--- config.mk ---
export PLATFORM = sky130hd
export DESIGN_NAME = apu_sample_sched
export DESIGN_NICKNAME = d
export VERILOG_FILES = /design/src/rtl/apu_audio_pkg.sv /design/src/rtl/apu_sample_fifo.sv /design/src/rtl/apu_sample_sched.sv
export SDC_FILE = /design/constraint.sdc
export NUM_CORES = 1
export LEC_CHECK = 0
export BUFFER_PORTS_ARGS = -buffer_cell sky130_fd_sc_hd__buf_2
export CAP_MARGIN = 20
export CELL_PAD_IN_SITES_DETAIL_PLACEMENT = 0
export CELL_PAD_IN_SITES_GLOBAL_PLACEMENT = 2
export CORE_ASPECT_RATIO = 0.9
export CORE_UTILIZATION = 43
export CTS_BUF_LIST = sky130_fd_sc_hd__clkbuf_8
export DETAILED_ROUTE_END_ITERATION = 10
export GPL_TIMING_DRIVEN = 0
export PLACE_DENSITY = 0.85
export REMOVE_ABC_BUFFERS = 1
export SYNTH_ARGS = -nofsm -noshare
export SYNTH_HDL_FRONTEND = slang
export SYNTH_SLANG_ARGS = --single-unit
--- constraint.sdc ---
create_clock -name iCLK_18_4 -period 3.1 [get_ports iCLK_18_4]
set_input_delay 0.465 -clock iCLK_18_4 [delete_from_list [all_inputs] [get_ports iCLK_18_4]]
set_output_delay 0.465 -clock iCLK_18_4 [all_outputs]
set_load 0.02 [all_outputs]
--- src/rtl/apu_audio_pkg.sv ---
// rtl/apu_audio_pkg.sv - shared audio clocking constants, sample type and source enum
package apu_audio_pkg;

  localparam int REF_CLK     = 18432000;
  localparam int SAMPLE_RATE = 48000;
  localparam int DATA_WIDTH  = 16;

  typedef logic [DATA_WIDTH-1:0] sample_t;

  typedef enum logic {
    SRC_APU  = 1'b0,
    SRC_TONE = 1'b1
  } src_e;

endpackage

--- src/rtl/apu_sample_fifo.sv ---
// rtl/apu_sample_fifo.sv - small synchronous sample FIFO with registered occupancy
module apu_sample_fifo #(
  parameter int WIDTH = 16,
  parameter int DEPTH = 4
) (
  input  logic                       clk,
  input  logic                       rst_n,
  input  logic                       push,
  input  logic [WIDTH-1:0]           push_data,
  input  logic                       pop,
  output logic [WIDTH-1:0]           pop_data,
  output logic [$clog2(DEPTH):0]     count,
  output logic                       full,
  output logic                       empty
);

  localparam int AW = $clog2(DEPTH);

  logic [WIDTH-1:0] mem [DEPTH];
  logic [AW-1:0]    wr_ptr;
  logic [AW-1:0]    rd_ptr;
  logic             do_push;
  logic             do_pop;

  assign full     = (count == (AW+1)'(DEPTH));
  assign empty    = (count == '0);
  assign do_push  = push && !full;
  assign do_pop   = pop && !empty;
  assign pop_data = mem[rd_ptr];

  // Storage array; contents need no reset because count gates every read.
  always_ff @(posedge clk) begin
    if (do_push) begin
      mem[wr_ptr] <= push_data;
    end
  end

  // Pointers wrap naturally (DEPTH is a power of two); count tracks occupancy.
  always_ff @(posedge clk or negedge rst_n) begin
    if (!rst_n) begin
      wr_ptr <= '0;
      rd_ptr <= '0;
      count  <= '0;
    end else begin
      if (do_push) wr_ptr <= wr_ptr + 1'b1;
      if (do_pop)  rd_ptr <= rd_ptr + 1'b1;
      case ({do_push, do_pop})
        2'b10:   count <= count + 1'b1;
        2'b01:   count <= count - 1'b1;
        default: count <= count;
      endcase
    end
  end

endmodule

--- src/rtl/apu_sample_sched.sv ---
// rtl/apu_sample_sched.sv - frame-rate scheduler arbitrating APU/tone samples to the DAC path
module apu_sample_sched #(
  parameter int REF_CLK     = apu_audio_pkg::REF_CLK,
  parameter int SAMPLE_RATE = apu_audio_pkg::SAMPLE_RATE,
  parameter int DATA_WIDTH  = apu_audio_pkg::DATA_WIDTH,
  parameter int FIFO_DEPTH  = 4
) (
  input  logic                          iCLK_18_4,
  input  logic                          iRST_N,
  input  logic                          iAPU_VALID,
  input  logic [DATA_WIDTH-1:0]         iAPU_DATA,
  output logic                          oAPU_READY,
  input  logic                          iTONE_VALID,
  input  logic [DATA_WIDTH-1:0]         iTONE_DATA,
  output logic                          oTONE_READY,
  input  logic                          iMUTE,
  input  logic                          iCLR_UFLOW,
  output logic [DATA_WIDTH-1:0]         oSAMPLE,
  output logic                          oSAMPLE_STB,
  output logic                          oUNDERFLOW,
  output logic [$clog2(FIFO_DEPTH):0]   oFILL
);

  import apu_audio_pkg::*;

  localparam int DIV = REF_CLK / SAMPLE_RATE;
  localparam int CW  = $clog2(DIV);

  logic [CW-1:0]         div_cnt;
  logic                  tick;
  src_e                  last;
  logic                  grant_apu;
  logic                  grant_tone;
  logic                  push;
  logic                  pop;
  logic                  full;
  logic                  empty;
  logic [DATA_WIDTH-1:0] push_data;
  logic [DATA_WIDTH-1:0] head;

  assign tick = (div_cnt == CW'(DIV - 1));

  // Frame divider: free-running 0..DIV-1, tick on the last count.
  always_ff @(posedge iCLK_18_4 or negedge iRST_N) begin
    if (!iRST_N) begin
      div_cnt <= '0;
    end else if (tick) begin
      div_cnt <= '0;
    end else begin
      div_cnt <= div_cnt + 1'b1;
    end
  end

  // Round-robin grant: a lone requester wins; on a tie the source not granted last wins.
  always_comb begin
    grant_apu  = 1'b0;
    grant_tone = 1'b0;
    if (iAPU_VALID && iTONE_VALID) begin
      grant_apu  = (last == SRC_TONE);
      grant_tone = (last == SRC_APU);
    end else begin
      grant_apu  = iAPU_VALID;
      grant_tone = iTONE_VALID;
    end
  end

  // Full is registered occupancy, so a same-cycle pop never reopens ready.
  assign oAPU_READY  = grant_apu  && !full;
  assign oTONE_READY = grant_tone && !full;
  assign push        = (iAPU_VALID && oAPU_READY) || (iTONE_VALID && oTONE_READY);
  assign push_data   = oAPU_READY ? iAPU_DATA : iTONE_DATA;
  assign pop         = tick && !empty;

  // Last-grant register moves only on a completed transfer.
  always_ff @(posedge iCLK_18_4 or negedge iRST_N) begin
    if (!iRST_N) begin
      last <= SRC_TONE;
    end else if (push) begin
      last <= oAPU_READY ? SRC_APU : SRC_TONE;
    end
  end

  apu_sample_fifo #(
    .WIDTH (DATA_WIDTH),
    .DEPTH (FIFO_DEPTH)
  ) u_fifo (
    .clk       (iCLK_18_4),
    .rst_n     (iRST_N),
    .push      (push),
    .push_data (push_data),
    .pop       (pop),
    .pop_data  (head),
    .count     (oFILL),
    .full      (full),
    .empty     (empty)
  );

  // Frame output register: one strobe per tick, silence on empty or mute, sticky underflow.
  always_ff @(posedge iCLK_18_4 or negedge iRST_N) begin
    if (!iRST_N) begin
      oSAMPLE     <= '0;
      oSAMPLE_STB <= 1'b0;
      oUNDERFLOW  <= 1'b0;
    end else begin
      oSAMPLE_STB <= tick;
      if (tick) begin
        oSAMPLE <= (empty || iMUTE) ? '0 : head;
      end
      if (tick && empty) begin
        oUNDERFLOW <= 1'b1;
      end else if (iCLR_UFLOW) begin
        oUNDERFLOW <= 1'b0;
      end
    end
  end

endmodule
Word level (Yosys, flattened, before mapping)
Memories as Yosys holds them, arrays and structs flattened.
Cells that the tools add are included.
Operators by class
  add/sub/neg operators: 5
  eq/ne operators: 4
  mux-type cells: 11
  bitwise logic cells: 1
  reductions and logical operators: 16
Operator list (count)
  $mux 16: 2
  $add 9x1->9 const B: 1
  $eq 9x9->1 const B: 1
  $logic_and 1x1->1: 9
  $mux 9: 1
  $mux 1: 7
  $pmux 3 s2: 1
  $add 2x1->2 const B: 2
  $reduce_bool 2->1: 2
  $add 3x1->3 const B: 1
  $eq 3x3->1 const B: 1
  $logic_not 3->1: 1
  $sub 3x1->3 const B: 1
  $eq 2x1->1 const B: 1
  $eq 2x2->1 const B: 1
  $logic_not 1->1: 2
  $logic_or 1x1->1: 2
  $not 1->1: 1
Word-level totals
  flip-flop bits (word level): 35
  RAM bits: 64
  bits of input ports: 38
  output and inout port bits: 23
  word-level logic and storage cells: 46
  memories kept: 1
Memory list
  u_fifo.mem: depth 4, width 16, read ports 1, clocked after memory_dff 0, wr ports 1, RTL line apu_sample_fifo.sv:19  | logic [WIDTH-1:0] mem [DEPTH];

Depth between registers and ports, before layout
  depth after elaboration: 8
  mapped depth: 10
  depth with buffers taken out: 9

Modules after synthesis
Synthesis repeated with hierarchy kept, for this count alone.
Unflattened totals
  cell total of the unflattened synthesis: 261
  area, all modules: 4304.1 um^2
Modules (own cells, without submodules)
  apu_sample_fifo: instances 1, cells an instance 121, area an instance 2775.2 um^2, seq. area each 2097.0 um^2
  apu_sample_sched: instances 1, cells an instance 140, area an instance 1529.0 um^2, seq. area each 701.9 um^2

Worst setup path after synthesis
OpenSTA, ideal clock, no wires.
  kind: reg-to-reg
  from: register u_fifo.count[1]
  to: register u_fifo.count[2]
  setup time: 0.080 ns
  arrival: 2.161 ns
  required time: 3.020 ns
  path slack: 0.859 ns
  stages on the path, launching flop included: 11
  path buffers: 1
  cells stage by stage: dfrtp_1 -> or3b_1 -> buf_2 -> o21a_1 -> inv_1 -> ha_1 -> inv_1 -> fa_1 -> xor2_1 -> nor2_1 -> xor2_1
Between the ends
  longest elaborated chain between the ends: 8
  elaborated cells on any way between the ends: 18
RTL lines
  from (decl): RTL line apu_sample_fifo.sv:12  | output logic [$clog2(DEPTH):0] count,
  from (signal assigned): RTL line apu_sample_fifo.sv:48  | 2'b10: count <= count + 1'b1;
  from (signal assigned): RTL line apu_sample_fifo.sv:49  | 2'b01: count <= count - 1'b1;
  from (signal assigned): RTL line apu_sample_fifo.sv:50  | default: count <= count;
  $eq 3x3->1: RTL line apu_sample_fifo.sv:25  | assign full = (count == (AW+1)'(DEPTH));
  $logic_not 1->1: RTL line apu_sample_fifo.sv:27, apu_sample_sched.sv:68, apu_sample_sched.sv:69
  $logic_and 1x1->1 (on tied branches): RTL line apu_sample_sched.sv:68, apu_sample_sched.sv:69
  $logic_and 1x1->1: RTL line apu_sample_sched.sv:70  | assign push = (iAPU_VALID && oAPU_READY) || (iTONE_VALID && oTONE_READY);
  $logic_or 1x1->1: RTL line apu_sample_sched.sv:70
  $logic_and 1x1->1: RTL line apu_sample_fifo.sv:27  | assign do_push = push && !full;
  $eq 2x1->1 / $eq 2x2->1 (equally long branches): RTL line apu_sample_fifo.sv:47  | case ({do_push, do_pop})
  $pmux 3 s2 / $reduce_bool 2->1 (equally long branches)
Parallel ways exist; a longest one is shown, timed or not.
A chain may end at the register's enable or synchronous reset.

Worst setup path after layout
  from: register div_cnt[0]
  to: register u_fifo.count[2]
Between the ends
  longest elaborated chain between the ends: 5
  elaborated cells on any way between the ends: 7
RTL lines
  from (decl): RTL line apu_sample_sched.sv:29  | logic [CW-1:0] div_cnt;
  from (signal assigned): RTL line apu_sample_sched.sv:50  | div_cnt <= div_cnt + 1'b1;
  $eq 9x9->1 (*): RTL line apu_sample_sched.sv:41  | assign tick = (div_cnt == CW'(DIV - 1));
  $logic_and 1x1->1 (*): RTL line apu_sample_sched.sv:72  | assign pop = tick && !empty;
  $logic_and 1x1->1 (*): RTL line apu_sample_fifo.sv:28  | assign do_pop = pop && !empty;
  via u_fifo.do_pop: RTL line apu_sample_fifo.sv:23  | logic do_pop;
  $eq 2x1->1 / $eq 2x2->1 (equally long branches): RTL line apu_sample_fifo.sv:47
  $pmux 3 s2 / $reduce_bool 2->1 (equally long branches)
The timed path passes the listed nets; every way through them passes the cells marked *.

==> impl_metrics.csv <==
group,metric,value,unit
layout,fillerInstances,807,
cts,cts_tree,"done",
cts,post-cts-setup-buffer-count,0,
route,drcViolationCount,0,
synth,yosysWarnings,0,
cts,worstSkewPairLatency,0.37,ns
die,fp-row-count,33,
grt,grt_pass1_vias,2117,
critical_path,worstRegToRegCells,9,
die,start_util,44.5,%
synth,yosysTopAreaCell,"edfxtp_1",
cts,cts_root_buffer,"clkbuf_8",
placement,dpl-instance-area,0.00448,sq mm
cts,clkTransAtPathRegs,0.10,ns
timing,period_share,80.3,%
critical_path,crit_family,"adder cells",
layout,seq_area,0.00280,sq mm
critical_path,path_cells,"ha_1 -> nand4b_2 -> nor3_1 -> ha_1 -> inv_1 -> fa_1 -> xor2_1 -> nor2_1 -> xor2_1",
die,die_y,94.4,microns
timing,hold_viol,0,
critical_path,r2r_end,"u_fifo.count[2]$_DFFE_PN0P_",
synth,yosysSeqAreaShare,68.7,%
layout,syn2layout_area_growth,14.8,%
layout,final_core_util,51.1,%
power,p_total,3.35,mW
critical_path,critPathMaxStageDelay,0.42,ns
cts,ctsHtreeMaxLevel,3,
placement,post-dp-hpwl,4410,microns
placement,place_inst,398,
critical_path,endpoint_kind,"flip-flop",
critical_path,critPathArrivalTime,2.79,ns
synth,yosysTopAreaCellShare,47.1,%
critical_path,worstPathMaxFanout,7,
synth,synth_cell_types,36,
route,drt_pass1_iterations,4,
power,peakVddDrop,0.363,mV
synth,synth.most_common_cell,"edfxtp_1",
layout,stdcell_area,0.00468,sq mm
power,leakage,1.89,nW
critical_path,rr_startpoint,"div_cnt[0]$_DFF_PN0_",
layout,multi_input_area,0.00116,sq mm
timing,rsz0062_at_grt,"false",
critical_path,slowest_stage,"dfrtp_1",
synth,syn_avg_cell_area,18.1,sq um
cts,clock-sinks,99,
synth,synth_ff_type,"edfxtp_1",
die,core_area,0.00917,sq mm
layout,drive_above_1_share,39.7,%
cts,cts_made_buffers,9,
grt,grt_pass1_wl,11100,microns
synth,postSynth.asyncResetShare,35.4,%
layout,finalNonFillerCells,414,
grt,grt_max_degree,36,
route,wl,6860,microns
critical_path,start_kind,"flip-flop",
timing,worst_slew_pin_slew,1.03,ns
grt,globalRouteOverflowTotal,0,
timing,maxSlewViolCount,0,
critical_path,ff2ff_setup_slack,0.61,ns
min_path,min_path_type,"primary input to async pin",
grt,antenna_found_initial,0,
die,die_area,0.00987,sq mm
route,via_per_inst,5.07,
route,wire_per_inst,16.6,microns
layout,fin_nets,332,
synth,ys_top_cells_by_count,"edfxtp_1, dfrtp_1, mux2_2, a22o_1, mux4_2",
synth,syn_inst,225,
status,status,"completed",
synth,synth_edf_count,64,
placement,place_ws,0.624,ns
timing,clock_skew,0.00977,ns
grt,grt_util_all_layers,15.8,%
timing,relSlewSlack,30.6,%
timing,clock.fmax,0.402,GHz
critical_path,worstSetupPathType,"flip-flop to flip-flop",
placement,io_buffers,60,
timing,setup-tns-final,0,ns
timing,min_period,2.49,ns
power,power.density,716,mW/mm^2
timing,timing.hold.ws,0.170,ns
critical_path,crit_required,3.41,ns
critical_path,crit_buf_inv,1,
synth,synth_area,0.00408,sq mm
timing,setup_ws,0.612,ns
cts,hold_buffers,0,
route,ant_nets,0,
route,vias,2101,
cts,postCtsResizedCells,0,
route,drtIter0Drc,48,
layout,n_antenna_cell,0,
synth,ys_top_cells_by_area,"edfxtp_1, dfrtp_1, mux4_2",
synth,yosys_register_bits,99,
timing,setup_viol,0,
die,die_w,105,microns
die,pin_count,61,
run,maxCapViolations,0,
cts,clockBufferDepth,2,
placement,gp_congestion,0.715,
layer usage:
layer,routed length [microns],GRT usage (%),vias up
met5,0,0,-
met4,103,6.10,0
met3,320,6.28,9
met2,3490,25.4,47
met1,2950,19.4,1055
li1,-,-,990
worst max-delay path by stage:
stage	depth (start not counted)	endpoint	slack, ns	startpoint
CTS	9	u_fifo.count[2]$_DFFE_PN0P_	0.60	div_cnt[0]$_DFF_PN0_
floorplan	9	u_fifo.count[2]$_DFFE_PN0P_	0.87	u_fifo.count[1]$_DFFE_PN0P_
global placement	9	u_fifo.count[2]$_DFFE_PN0P_	0.66	div_cnt[0]$_DFF_PN0_
finish	9	u_fifo.count[2]$_DFFE_PN0P_	0.61	div_cnt[0]$_DFF_PN0_
detailed placement	9	u_fifo.count[2]$_DFFE_PN0P_	0.62	div_cnt[0]$_DFF_PN0_
global route	9	u_fifo.count[2]$_DFFE_PN0P_	0.32	div_cnt[0]$_DFF_PN0_
cell type report:
type | instances | share of cell area [%]
sequential | 99 | 59.8
clock buffer | 9 | 2.65
tap | 122 | 3.26
inverter | 10 | 0.802
clock inverter | 7 | 1.63
timing repair buffer | 61 | 7.01
multi-input combinational | 106 | 24.8
report_power, final:
part           internal [mW]  switching, mW
sequential              1.80         0.0881
combinational          0.243          0.393
clock                  0.379          0.446
total                   2.42          0.927
cell families (layout without fill, tap and decap cells):
group | count (synthesis) | in the layout | synth area share [%]
buffers and inverters | 20 | 87 | 2.82
multiplexers | 35 | 35 | 14.1
XOR/XNOR | 10 | 10 | 2.15
flip-flops | 99 | 99 | 68.7
AND/OR/NAND/NOR | 28 | 28 | 5.13
adder cells (fa/ha/maj) | 7 | 7 | 2.33
AO/OA/AOI/OAI | 26 | 26 | 4.85
cells in the final DEF (no fill, tap or decap), types with 2 or more instances in the layout:
| master | count |
|---|---|
| nand4_1 | 2 |
| and2_1 | 4 |
| nor2_1 | 3 |
| dfrtp_1 | 34 |
| nor3_1 | 2 |
| a22o_1 | 17 |
| a21oi_1 | 4 |
| clkinv_2 | 2 |
| mux4_2 | 16 |
| mux2_2 | 18 |
| inv_1 | 10 |
| xnor2_1 | 4 |
| ha_1 | 6 |
| clkbuf_8 | 9 |
| buf_2 | 60 |
| nand2_1 | 4 |
| xor2_1 | 6 |
| nand3_1 | 3 |
| o21ai_0 | 3 |
| edfxtp_1 | 64 |
flip-flops by register name, summed over array words and instances, names as in the netlist:
| name | cells |
|---|---|
| oSAMPLE_STB | 1 |
| last | 1 |
| oSAMPLE | 16 |
| u_fifo.wr_ptr | 2 |
| u_fifo.rd_ptr | 2 |
| div_cnt | 9 |
| u_fifo.mem | 64 |
| oUNDERFLOW | 1 |
| u_fifo.count | 3 |
Note: power is estimated with default switching activity, not from simulation.
